$ cat src/rtl/disp_mux_4_pkg.sv
// Shared types and constants for the multiplexed seven-segment display driver.
// Segment patterns are active-low: bit7 = dp, bits6..0 = g..a.
package disp_pkg;

   typedef logic [7:0] seg_t;

   localparam seg_t        SEG_OFF    = 8'hFF;
   localparam logic [3:0]  AN_OFF     = 4'hF;
   localparam int unsigned NUM_DIGITS = 4;

endpackage

$ cat src/rtl/disp_mux_4_decoder_2_4.sv
// 2-to-4 one-hot decoder with enable.
// The output is all zeros when en is low.
module decoder_2_4
   import disp_pkg::*;
(
   input  logic                  en,
   input  logic [1:0]            a,
   output logic [NUM_DIGITS-1:0] bcode
);

   always_comb begin
      bcode = '0;
      if (en) begin
         bcode[a] = 1'b1;
      end
   end

endmodule

$ cat src/rtl/disp_mux_4.sv
// Time-multiplexed driver for a 4-digit common-anode seven-segment display.
// Each slot starts with DEAD blanked cycles to suppress ghosting between digits.
module disp_mux_4
   import disp_pkg::*;
#(
   parameter int unsigned PRESCALE_W = 16,
   parameter int unsigned DEAD       = 4
)
(
   input  logic       clk,
   input  logic       reset,
   input  logic       en,
   input  logic [7:0] in0,
   input  logic [7:0] in1,
   input  logic [7:0] in2,
   input  logic [7:0] in3,
   input  logic [3:0] blank,
   output logic [3:0] an,
   output logic [7:0] sseg,
   output logic [1:0] digit_idx,
   output logic       tick
);

   localparam logic [PRESCALE_W-1:0] CNT_ONE = PRESCALE_W'(1);
   localparam logic [PRESCALE_W-1:0] DEAD_C  = PRESCALE_W'(DEAD);

   logic [PRESCALE_W-1:0] cnt;
   logic                  past_dead;
   logic                  lit;
   seg_t                  cur_seg;
   logic [NUM_DIGITS-1:0] onehot;

   // A zero dead time would make the comparison trivially true.
   if (DEAD == 0) begin : g_no_dead
      assign past_dead = 1'b1;
   end else begin : g_dead
      assign past_dead = (cnt >= DEAD_C);
   end

   assign tick = ~reset & (cnt == '1);
   assign lit  = en & ~blank[digit_idx] & past_dead;

   always_comb begin
      cur_seg = SEG_OFF;
      case (digit_idx)
         2'd0: cur_seg = in0;
         2'd1: cur_seg = in1;
         2'd2: cur_seg = in2;
         2'd3: cur_seg = in3;
         default: cur_seg = SEG_OFF;
      endcase
   end

   decoder_2_4 u_dec (
      .en    (lit),
      .a     (digit_idx),
      .bcode (onehot)
   );

   always_ff @(posedge clk) begin
      if (reset) begin
         cnt       <= '0;
         digit_idx <= '0;
         an        <= AN_OFF;
         sseg      <= SEG_OFF;
      end else begin
         cnt  <= cnt + CNT_ONE;
         an   <= ~onehot;
         sseg <= lit ? cur_seg : SEG_OFF;
         if (tick) begin
            digit_idx <= digit_idx + 2'd1;
         end
      end
   end

endmodule

$ cat config.mk
export PLATFORM = sky130hd
export DESIGN_NAME = disp_mux_4
export DESIGN_NICKNAME = d
export VERILOG_FILES = /design/src/rtl/disp_mux_4_pkg.sv /design/src/rtl/disp_mux_4_decoder_2_4.sv /design/src/rtl/disp_mux_4.sv
export SDC_FILE = /design/constraint.sdc
export NUM_CORES = 1
export LEC_CHECK = 0
export ABC_AREA = 1
export BUFFER_PORTS_ARGS = -buffer_cell sky130_fd_sc_hd__buf_2
export CORE_MARGIN = 2
export CORE_UTILIZATION = 35
export DETAILED_ROUTE_END_ITERATION = 8
export REMOVE_ABC_BUFFERS = 1
export SETUP_SLACK_MARGIN = 0.05
export SLEW_MARGIN = 20
export SYNTH_ARGS = -nofsm -noshare
export SYNTH_HDL_FRONTEND = slang
export SYNTH_SLANG_ARGS = --single-unit
$ cat constraint.sdc
create_clock -name clk -period 1.9 [get_ports clk]
set_input_delay 0.38 -clock clk [delete_from_list [all_inputs] [get_ports clk]]
set_output_delay 0.38 -clock clk [all_outputs]
set_load 0.05 [all_outputs]
; Yosys cells after proc, flatten, opt, wreduce, memory -nomap -nowiden
; Index checks and enable logic that the tools add are counted.
[op_classes]
reduce_logical = 3
multipliers = 0
n_lt_le_gt_ge = 3
eq_ne = 4
shifts = 0
div_mod_pow = 0
n_addsub = 2
n_bitwise = 7
mux = 6
[ops]
columns = op, n
row1 = $pmux 8 s4, 1
row2 = $add 16x1->16 const B, 1
row3 = $eq 16x16->1 const B, 1
row4 = $ge 16x3->1 const B, 1
row5 = $eq 2x2->1 const B, 2
row6 = $mux 4, 1
row7 = $not 4->4, 1
row8 = $and 1x1->1, 3
row9 = $lt 2x3->1 const B, 1
row10 = $not 1->1, 3
row11 = $add 2x1->2 const B, 1
row12 = $bmux 1 s2, 1
row13 = $demux 1 s2, 1
row14 = $eq 2x1->1 const B, 1
row15 = $ge 2x1->1 const B, 1
row16 = $logic_not 2->1, 1
row17 = $mux 1, 2
row18 = $reduce_or 2->1, 1
row19 = $logic_and 1x1->1, 1
[totals]
mem_count = 0
word_cells = 29
romBits = 0
out_inout_bits = 15
reg_bits = 30
input_bits = 39
latch_bits = 0
ram_bits = 0

; Logic depth before layout (Yosys ltp)
; Gate-level depths: netlist of run 1.
[depth]
ltp_word = 7
mapped_depth = 8
depth_no_buf = 8

; Modules after synthesis
; From an unflattened synthesis of run 1, not the netlist that was laid out.
[unflattened]
cells_unflattened = 224
area_unflattened_um2 = 1571.5
[modules_own_cells]
columns = mod, area_each_um2, seq_area_each_um2, instances, cells_each
row1 = disp_mux_4, 1541.5, 600.6, 1, 216
row2 = decoder_2_4, 30.0, 0.0, 1, 8

; Worst setup path before layout of run 1
; No wires, ideal clock.
[synth_timing]
path_kind = reg-to-reg
start = register digit_idx[0]
end = register sseg[0]
path_buffers = 1
arrival_ns = 1.610
required_ns = 1.771
stages_incl_launch_ff = 8
setup_ns = 0.129
setup_slack_ns = 0.161
synth_period_minus_slack_ns = 1.739
cell_sequence = dfxtp_1 -> inv_1 -> ha_1 -> buf_2 -> a21oi_1 -> nand3_1 -> o21ai_0 -> nand3_1
[synth_between]
elab_chain_cells = 7
word_cells_on_any_way = 12
cone_classes = eq/ne (3) / mux (3) / bitwise (4) / reduce/logical (2)
[synth_lines]
columns = item, line_no
row1 = "start, declared", disp_mux_4.sv:20  ; output logic [1:0] digit_idx,
row2 = "start signal, assigned", disp_mux_4.sv:71  ; digit_idx <= digit_idx + 2'd1;
row3 = $bmux 1 s2, disp_mux_4.sv:41  ; assign lit = en & ~blank[digit_idx] & past_dead;
row4 = $mux 1 (not written as such), disp_mux_4.sv:41
row5 = $not 1->1, disp_mux_4.sv:41
row6 = $and 1x1->1 (2 in a row), disp_mux_4.sv:41
row7 = $not 1->1 (no line), --
row8 = $reduce_or 2->1 (no line), --
row9 = "end signal, assigned", disp_mux_4.sv:69  ; sseg <= lit ? cur_seg : SEG_OFF;
row10 = "end, declared", disp_mux_4.sv:19  ; output logic [7:0] sseg,
; Several ways; a longest one is shown, not always the timed one. The select of a mux whose other input is x is not followed.
; A chain may end at the register's enable or synchronous reset.

; Worst setup path in the final report of run 1
[layout_timing]
start = register cnt[0]
end = output port tick
[layout_between]
elab_chain_cells = 2
[layout_lines]
columns = item, line_no
row1 = "start, declared", disp_mux_4.sv:27  ; logic [PRESCALE_W-1:0] cnt;
row2 = "start signal, assigned", disp_mux_4.sv:67  ; cnt <= cnt + CNT_ONE;
row3 = $eq 16x16->1, disp_mux_4.sv:40  ; assign tick = ~reset & (cnt == '1);
row4 = $and 1x1->1, disp_mux_4.sv:40
row5 = "end, declared", disp_mux_4.sv:21  ; output logic tick
; Every way passes these cells.

==> impl_results.md, run 1 <==
- Worst slew pin tran: 417 ps
- Netlist cell types: 21
- Post-synth ARST share: 0
- Final Critical Period: 1780 ps
- Compound-Gate Fraction of Synth Area: 0.109
- Largest net degree at the start of global routing: 13
- CTS buffer count: 5
- RSZ-0062 raised after global routing: no
- Combinational Power Share: 0.064
- Io pins: 54
- Sw Share: 0.209
- Outcome: complete, no violations
- Starting DRT DRC Count: 36
- WP data required: 1520 ps
- Area leader, netlist: dfxtp_1
- Achievable frequency: roughly 560 MHz
- XOR/XNOR Fraction of Synth Area: 0.0232
- Root Driver: clkbuf_8
- Post-synth top flop: dfxtp_1
- Net Switching: 275 uW
- HPWL after DPL: 2.77 mm
- Top cells by count, synth: nand2_1 (38), dfxtp_1 (30), nand3_1 (28)
- Maxcap violations: 0
- Vias in the first global route: 1,375
- Worst reg-to-reg setup slack: approximately 420 ps
- CP Capture Type: primary output
- Hold Path Depth: 3
- H-tree levels: 2
- Clk buf depth: 2
- Maximum vdd ir drop: 0.366 mV
- Clk pwr share: 0.449
- Largest family of logic cells by synthesized area: simple AND/OR/NAND/NOR gates
- Gr ovfl total: 0
- Relative slew slack: 0.721
- Setup TNS: 0 ps
- Clock slew at reported path FFs: 60 ps
- Area contributors post-synth: dfxtp_1 (40%), nand2_1 (9.4%), nand3_1 (9.3%)
- Layout Skew: 3.73 ps
- DR pass1 iterations: 4
- Setup Viol. Count Final: 0
- Post-route cell area: 2010 um2
- Worst hold-check path type: in -> reg
- Crit share post-route: 0.939
- Layout overhead on the synthesized area: 33.2%
- Drt drc: 0
- Die width: 69.7 um
- Final wirelength: around 3.5 mm
- Hold Crit Endpoint: sseg[7]$_SDFF_PP1_
- Count of state elements after synthesis: 30
- EDFF count, synth: 0
- WHS: 350 ps
- RR Endpoint: sseg[5]$_SDFF_PP1_
- Mapped Cells: 211
- Pwr dens: 656 nW/um2
- Final ANT Viol Nets: 0
- I/O Buffers: 53
- Routability cong.: between 0.8 and 0.9
- Post-Synth Adder-Cell Area: 0.0579
- FF-to-FF Start: digit_idx[1]$_SDFFE_PP0P_
- Mapped Area: 1510 um2
- Hold_sp: in0[7]
- Setup Crit Path Kind: reg -> out
- Synth warn: 0
- Hold Violations, Final: 0
- Post-synthesis mux area share: 0
- Initial core utilization: 0.370
- CTS sink count: 30
- Startpoint types: flop
- Share of cells above drive strength 1: 0.313
- Top-area cell type share of the netlist area: 0.397
- Vias/cell: 4.70
- Post-synthesis sequential area ratio: 0.397
- Ant. Diodes: 0
- Clock tree from TritonCTS: yes
- Leakage: 0.000799 uW
- Int Pwr: 1050 uW
- CTS Hold Buffers Added: 0
- Placed Area: 1840 um2
- First-pass GRT wire length: 5.75 mm
- Total die area: 4860 um2
- Via count: 1,515
- Syn Area/Cell: approximately 7 um2
- Slew Limit Fails: 0
- Reg power frac: 0.487
- Latest clock arrival within the worst-skew pair: approximately 270 ps
- Worst-path fanout max: 4
- Most frequent cell after synthesis: nand2_1
- Total GRT Usage: 0.143
- WP data arrival: 1400 ps
- Final #Nets: ~320
- Reg2reg path depth: 5
- Placed insts: 311
- Fin cells: roughly 320
- Placeable Area: 4090 um2
- Post-DR wirelength/cell: 10.9 um
- Post-Synth Simple-Gate Area: 0.344
- Row count: 23
- DIE HEIGHT: 69.7 um
- Core Util, Final: 0.493
- Initial antenna violation count: 0
## kinds of logic (layout without fill, tap and decap cells)
kind of cell,Yosys count,count (layout)
AND/OR/NAND/NOR,111,111
adder cells (fa/ha/maj),7,7
AO/OA/AOI/OAI,33,33
flip-flops,30,30
XOR/XNOR,4,4
buffers and inverters,26,87
## metal layers
metal	up-vias	global-route usage	share of wire
met4	0	0.0449	0.0080
met2	51	0.244	0.44
li1	810	-	-
met1	649	0.170	0.46
met3	5	0.0465	0.085
met5	-	0	0
## worst max-delay path, cell delays in order, from the launching register on
cell and delay (ps):
dfxtp_2 370, ha_4 140, nand2_2 70, nor2_4 150, nand3_4 90, nor2_4 130
buf_6 170
## state kept, by name, summed over array words and instances, names as in the netlist
signal / count
cnt: 16
sseg: 8
an: 4
digit_idx: 2
## worst max-delay path by stage
stage | startpoint | end | slack (ps) | cells past startpoint
2_1_floorplan | digit_idx[0]$_SDFFE_PP0P_ | an[0]$_SDFF_PP1_ | 130 | 5
3_3_place_gp | cnt[0]$_SDFF_PP0_ | tick | 210 | 6
3_5_place_dp | cnt[0]$_SDFF_PP0_ | tick | 190 | 6
4_1_cts | cnt[1]$_SDFF_PP0_ | tick | 60 | 6
5_1_grt | cnt[0]$_SDFF_PP0_ | tick | 50 | 6
6_report | cnt[0]$_SDFF_PP0_ | tick | 120 | 6
## layout by cell type (no fill, tap or decap)
master	instances
nand2_2	4
ha_4	1
inv_2	1
nor2_1	25
nand3_2	1
nand4_1	6
nand2_1	36
xor2_1	4
buf_2	52
buf_4	7
a21oi_1	18
nor3_2	1
inv_1	18
nor2_4	4
nor3_1	3
buf_6	1
clkbuf_8	8
nand3_4	1
dfxtp_2	2
dfxtp_1	28
ha_1	6
o21ai_0	14
nand3_1	28
nor2_2	2
o21ai_1	1
## power groups by stage
| stage | Combinational (uW) | Sequential, uW | Clock [uW] |
|---|---|---|---|
| floorplan | 26.5 | 658 | 0 |
| global placement | 83.4 | 654 | 0 |
| detailed placement | 83.7 | 654 | 0 |
| CTS | 84.1 | 641 | 610 |
| global route | 94.1 | 644 | 628 |
| finish | 83.9 | 644 | 593 |
## per-stage QoR
step	total power, uW	setup WS [ps]
6_report	1320	116
5_1_grt	1370	45.8
4_1_cts	1330	62.5
3_5_place_dp	738	187
3_3_place_gp	738	211
2_1_floorplan	685	126
## final cells by class
class	count	area [um2]
Fill cell	406	2070
Inverter	19	71.3
Clock buffer	8	110
Multi-Input combinational cell	155	842
Sequential cell	30	603
Tap cell	50	62.6
Timing Repair Buffer	60	324
## timing repair
action                                  CTS  global route
resized for setup                         4             7
endpoints found under the setup margin    1             1
setup buffers                             1             2
pin swaps                                 1             2
Note: power is estimated with default switching activity, not from simulation.
==> run 2: changes to the inputs <==
--- a/config.mk
+++ b/config.mk
@@ -6,10 +6,10 @@
 export NUM_CORES = 1
 export LEC_CHECK = 0
 export ABC_AREA = 1
-export BUFFER_PORTS_ARGS = -buffer_cell sky130_fd_sc_hd__buf_2
 export CORE_MARGIN = 2
 export CORE_UTILIZATION = 35
 export DETAILED_ROUTE_END_ITERATION = 8
+export DONT_BUFFER_PORTS = 1
 export REMOVE_ABC_BUFFERS = 1
 export SETUP_SLACK_MARGIN = 0.05
 export SLEW_MARGIN = 20
==> constraint.sdc (replaced) <==
create_clock -name clk -period 1.5 [get_ports clk]
set_input_delay 0.3 -clock clk [delete_from_list [all_inputs] [get_ports clk]]
set_output_delay 0.3 -clock clk [all_outputs]
set_load 0.05 [all_outputs]
==> run 2 against run 1 <==
Compared with the run above: worst hold slack worse by 270 ps; sequential share of layout area is 2.4 points higher; register-to-register slack worse by 240 ps; clock skew is 5.0 ps higher; combinational power is 23% lower; the run now ends with negative setup slack left; first-iteration DRC count is 78% higher.
==> impl_results.md, run 2 (synthesis gave the netlist of run 1 again) <==
- Max reg flops: 16 (unchanged)
- Pwr dens: 1010 nW/um2 (+54%)
- Gr ovfl total: 0 (unchanged)
- CTS buffer count: 5 (unchanged)
- Placeable Area: 4090 um2 (unchanged)
- Setup slack after layout: -133 ps (-248 ps)
- Place WS: 17.9 ps (-169 ps)
- Combinational Power Share: 0.034 (-0.030)
- Worst hold-check path type: in -> reg
- Starting DRT DRC Count: 64 (+78%)
- Leading cell type in the layout, fill and taps excluded: nand2_1
- DIE HEIGHT: 69.7 um (unchanged)
- Layout overhead on the synthesized area: 24.5%
- Worst path top cell family by delay: simple AND/OR/NAND/NOR gates
- Int Pwr: 1550 uW (+48%)
- Final Critical Period: ~1600 ps
- Slowest cell delay on critical path: 350 ps (-20 ps)
- Io pins: 54 (unchanged)
- Reg2reg path depth: 6 (+1)
- First-pass GRT wire length: 6.03 mm (+4.8%)
- Hold Violations, Final: 0 (unchanged)
- Leakage: 0.000681 uW (-15%)
- Startpoint types: flop
- CTS sink count: 30 (unchanged)
- Clk buf depth: 2 (unchanged)
- Final ANT Viol Nets: 0 (unchanged)
- Root Driver: clkbuf_8
- Vias in the first global route: 1,337 (-2.8%)
- Clk pwr share: 0.533 (+0.084)
- Setup TNS: -133 ps (-133 ps)
- Achievable frequency: 613 MHz
- Clock tree from TritonCTS: yes
- CP bufs+invs: 1 (unchanged)
- WHS: 77.2 ps (-273 ps)
- Sw Share: 0.184 (-0.0246)
- Worst path slowest cell: dfxtp_2
- Clock slew at reported path FFs: 60 ps (about the same)
- Total GRT Usage: 0.152 (+0.00873)
- H-tree levels: 2 (unchanged)
- Setup Viol. Count Final: 1 (+1)
- Most frequent cells in the layout: nand2_1 (37), nand3_1 (28), nor2_1 (24), dfxtp_1 (24)
- Largest net degree at the start of global routing: 13 (unchanged)
- Hold Path Depth: 1 (-2)
- Share of cells above drive strength 1: 0.211 (-0.102)
- Maxcap violations: 0 (unchanged)
- Via count: 1,388 (-8.4%)
- Maximum vdd ir drop: 0.596 mV (+63%)
- Row count: 23 (unchanged)
- Vias/cell: 4.99 (+6.1%)
- Failing checks: negative setup slack
- Reg power frac: 0.433 (-0.054)
- Largest registers: cnt x16, sseg x8, an x4
- Final wirelength: 3.60 mm (+2.7%)
- Largest Register: cnt
- Outcome: finished with violations
- Fill count: 422 (+3.9%)
- Latest clock arrival within the worst-skew pair: 280 ps (about the same)
- Relative slew slack: 0.662 (-0.0588)
- Ant. Diodes: 0 (unchanged)
- Total die area: 4860 um2 (unchanged)
- Initial antenna violation count: 0 (unchanged)
- HPWL after DPL: 2.72 mm (-1.9%)
- Drt drc: 0 (unchanged)
- Most Frequent Cell on Critical Path: nor2_4
- CP Capture Type: primary output
- RSZ-0062 raised after global routing: yes
- Post-DR wirelength/cell: 12.9 um (+19%)
- Critical-path cell list: ha_4 -> nand2_4 -> nor2_4 -> nand3_4 -> nor2_4 -> buf_12
- WP data required: 1200 ps (-320 ps)
- Routability cong.: 0.801 (-4.9%)
- Core Util, Final: 0.461 (-0.0321)
- Crit share post-route: 1.09
- Worst-path fanout max: 3 (-1)
- Worst slew pin tran: 506 ps (+88.6 ps)
- I/O Buffers: 0 (-100%)
- Net Switching: 349 uW (+27%)
- Layout Skew: 8.69 ps (+4.95 ps)
- DR pass1 iterations: 4 (unchanged)
- Final #Nets: 273 (-14%)
- Initial core utilization: 0.370 (unchanged)
- Slew Limit Fails: 0 (unchanged)
- CTS Hold Buffers Added: 0 (unchanged)
- WP data arrival: 1330 ps (-70 ps)
- Setup Crit Path Kind: reg -> out
- Die width: 69.7 um (unchanged)
- Critical path depth: 6 (unchanged)
==> run 2: cell count changes in the layout (fill, tap and decap cells not counted), moves of 3 or more <==
cell,change
dfxtp_2,+4
buf_4,+8
buf_2,-52
ha_1,-3
dfxtp_1,-4
==> run 2: power by group through the flow <==
stage / Clock, uW / Combinational [uW] / Sequential (uW)
6_report: 1010 / 64.7 / 821
5_1_grt: 1070 / 75.9 / 821
4_1_cts: 1030 / 59.0 / 820
3_5_place_dp: 0 / 51.8 / 834
3_3_place_gp: 0 / 51.1 / 834
2_1_floorplan: 0 / 33.6 / 834
==> run 2: worst paths after layout <==
check	start	to	slack (ps)
max reg2reg	digit_idx[1]$_SDFFE_PP0P_	sseg[2]$_SDFF_PP1_	180
min	reset	cnt[0]$_SDFF_PP0_	80
min reg2reg	cnt[14]$_SDFF_PP0_	cnt[14]$_SDFF_PP0_	480
max	cnt[0]$_SDFF_PP0_	tick	-130
==> run 2: cell type report <==
type                       instances  area [um2]  area share
tap                               50        62.6      0.0332
multi-input combinational        155         865       0.459
clock buffer                       6        82.6      0.0439
inverter                          19        71.3      0.0379
timing repair buffer              16         133      0.0705
clock inverter                     2        60.1      0.0319
sequential                        30         608       0.323
==> run 2: timing repair <==
action | 4_1_cts | 5_1_grt
pin swaps | 4 | 3
buffers inserted | 2 | 4
gates resized for setup | 12 | 7
endpoints found under the setup margin | 6 | 10
==> run 2: per-layer routing <==
layer  share of wire  vias up  wire, um  track usage
met3           0.086        4       311       0.0523
met2            0.48       60      1720        0.262
met4          0.0072        0        26       0.0449
met1            0.43      603      1540        0.177
li1                -      721         -            -
met5               0        -         0            0
==> run 2: metrics by stage <==
step / std cells / total power, uW / area [um2]
after global placement: 264 / 885 / 1630
after floorplan: 204 / 867 / 1480
final: 278 / 1900 / 1880
after global routing: 278 / 1970 / 1880
after detailed placement: 264 / 886 / 1630
after CTS: 274 / 1910 / 1820
==> run 3: changes to the inputs <==
--- a/config.mk
+++ b/config.mk
@@ -6,10 +6,13 @@
 export NUM_CORES = 1
 export LEC_CHECK = 0
 export ABC_AREA = 1
+export CELL_PAD_IN_SITES_DETAIL_PLACEMENT = 2
+export CELL_PAD_IN_SITES_GLOBAL_PLACEMENT = 2
 export CORE_MARGIN = 2
-export CORE_UTILIZATION = 35
+export CORE_UTILIZATION = 29
 export DETAILED_ROUTE_END_ITERATION = 8
 export DONT_BUFFER_PORTS = 1
+export PLACE_DENSITY_LB_ADDON = 0.1
 export REMOVE_ABC_BUFFERS = 1
 export SETUP_SLACK_MARGIN = 0.05
 export SLEW_MARGIN = 20
==> run 3 against run 2 <==
Compared with the run above: the run still ends with negative setup slack left; flip-flop and latch count did not move; worst hold slack barely moved; cell area fell by 0.60%; sequential share of layout area rose by 0.46 points; register-to-register slack barely moved; critical path depth did not move; fmax rose by 1.0%; non-clock buffer count fell by 3; combinational power fell by 4.9%; count of clock-buffer cells in the layout rose by 1; utilization fell by 9.2 points; critical endpoint unchanged; largest cell class unchanged; highest routed layer unchanged.
==> impl_results.md, run 3 (synthesis gave the netlist of run 1 again) <==
- Outcome: finished with violations
- Failing checks: negative setup slack
- Register area: 613 um2 (+0.82%)
- Setup Crit Path Kind: reg -> out
- H-tree levels: 2 (unchanged)
- Leakage: 0.000659 uW (-3.2%)
- Total GRT Usage: 0.170 (+0.0185)
- WP data arrival: 1320 ps (about the same)
- Worst hold-check path type: in -> reg
- Final wirelength: 4.68 mm (+30%)
- CP Capture Type: primary output
- Clock slew at reported path FFs: 60 ps (about the same)
- First-pass GRT wire length: 7.99 mm (+33%)
- Achievable frequency: 619 MHz (+1.0%)
- Total die area: 5810 um2 (+19%)
- Placeable Area: 5070 um2 (+24%)
- Placed insts: 284 (+7.6%)
- WHS: 77.1 ps (-0.0808 ps)
- Hold Violations, Final: 0 (unchanged)
- CTS sink count: 30 (unchanged)
- Latest clock arrival within the worst-skew pair: 280 ps (about the same)
- Largest net degree at the start of global routing: 13 (unchanged)
- Initial core utilization: 0.298 (-0.0720)
- Gr ovfl total: 0 (unchanged)
- Slew Limit Fails: 0 (unchanged)
- RR Endpoint: cnt[12]$_SDFF_PP0_
- FF-to-FF Start: cnt[0]$_SDFF_PP0_
- Setup slack after layout: -116 ps (+16.5 ps)
- Worst slew pin tran: 508 ps (+2.07 ps)
- Final #Nets: 270 (-1.1%)
- Root Driver: clkbuf_8
- Routability cong.: 0.751 (-6.3%)
- Clock tree from TritonCTS: yes
- Leading cell type in the layout, fill and taps excluded: nand2_1
- Max reg flops: 16 (unchanged)
- Maxcap violations: 0 (unchanged)
- Worst-path fanout max: 3 (unchanged)
- Multi-input gate area: 895 um2 (+3.5%)
- Io pins: 54 (unchanged)
- DIE HEIGHT: 76.2 um (+9.3%)
- I/O Buffers: 0 (unchanged)
- Row count: 26 (+13%)
- Fill count: 619 (+47%)
- Reg2reg path depth: 7 (+1)
- WP data required: 1200 ps (about the same)
- Worst Setup EP: tick
- Largest registers: cnt x16, sseg x8, an x4
- Die width: 76.2 um (+9.3%)
- RSZ-0062 raised after global routing: yes
- Initial antenna violation count: 0 (unchanged)
- HPWL after DPL: 3.64 mm (+34%)
- Pwr dens: 831 nW/um2 (-17%)
- CTS buffer count: 5 (unchanged)
- Setup Viol. Count Final: 1 (unchanged)
- Ant. Diodes: 0 (unchanged)
- Layout overhead on the synthesized area: 23.8%
- Final ANT Viol Nets: 0 (unchanged)
- Layout Skew: 2.64 ps (-6.05 ps)
- Largest Register: cnt
- Maximum vdd ir drop: 0.403 mV (-32%)
- Worst reg-to-reg setup slack: 180 ps (about the same)
- Crit path from: cnt[0]$_SDFF_PP0_
- Final Critical Period: 1620 ps (-16.5 ps)
- Place WS: -0.715 ps (-18.6 ps)
- Setup TNS: -116 ps (+16.5 ps)
- Via count: 1,497 (+7.9%)
- Starting DRT DRC Count: 52 (-19%)
- Clk buf depth: 2 (unchanged)
- Share of cells above drive strength 1: 0.236 (+0.0250)
- DR pass1 iterations: 4 (unchanged)
- Most frequent cells in the layout: nand2_1 (35), nand3_1 (28), nor2_1 (25), dfxtp_1 (20), a21oi_1 (18)
- Post-DR wirelength/cell: 15.9 um (+23%)
- Relative slew slack: 0.661 (-0.00138)
- Crit share post-route: 1.08 (-0.0110)
- Startpoint types: flop
- CTS Hold Buffers Added: 0 (unchanged)
- Vias in the first global route: 1,643 (+23%)
- Vias/cell: 5.07 (+1.6%)
- Fin cells: 295 (+6.1%)
- Drt drc: 0 (unchanged)
## run 3: cell types whose count changed in the layout (fill, tap and decap cells not counted), sizes merged
| cell | change |
|---|---|
| buf | -3 |
| bufinv | -2 |
| clkbuf | +1 |
| clkinv | +1 |
## run 3: final cells by class
class                           count  area share
Multi-Input combinational cell    155       0.478
Inverter                           19      0.0395
Sequential cell                    30       0.328
Timing Repair Buffer               13      0.0589
Tap cell                           70      0.0468
Clock buffer                        7      0.0462
Clock inverter                      1     0.00268
## run 3: how the worst min path moves through the flow
stage | startpoint | to | slack [ps] | cells past startpoint
after detailed placement | reset | cnt[0]$_SDFF_PP0_ | 380 | 1
after global routing | reset | cnt[1]$_SDFF_PP0_ | 70 | 1
after CTS | reset | cnt[0]$_SDFF_PP0_ | 70 | 1
after floorplan | reset | cnt[0]$_SDFF_PP0_ | 370 | 1
final | reset | cnt[0]$_SDFF_PP0_ | 80 | 1
after global placement | reset | cnt[0]$_SDFF_PP0_ | 370 | 1
## run 3: repair_timing
item,in CTS,in global routing
buffers inserted,3,0
gates resized for setup,16,16
pin swaps,1,3
endpoints found under the setup margin,6,11
## run 3: worst max-delay path, stage by stage, from the launching register on
cell	delay, ps
dfxtp_2	350
ha_4	150
nand2_4	60
nor2_4	130
nand3_4	90
nor2_4	110
buf_12	140
## run 3: per-stage QoR
step,total power [uW],utilization,area [um2]
6_report,1550,0.369,1870
3_5_place_dp,890,0.326,1650
2_1_floorplan,867,-,1480
3_3_place_gp,886,0.326,1650
5_1_grt,1630,0.369,1870
4_1_cts,1580,0.359,1820
## run 3: power breakdown
| group | internal (uW) | switching (uW) |
|---|---|---|
| logic | 27.4 | 34.1 |
| registers | 806 | 14.4 |
| clock network | 370 | 303 |
| total | 1200 | 351 |
## run 3: per-layer routing
layer | wire length (um) | track usage | part of all wire | up-vias
li1 | - | - | - | 715
met1 | 1970 | 0.185 | 0.42 | 729
met2 | 2420 | 0.325 | 0.52 | 45
met3 | 222 | 0.0415 | 0.047 | 8
met4 | 62 | 0.0491 | 0.013 | 0
met5 | 0 | 0 | 0 | -
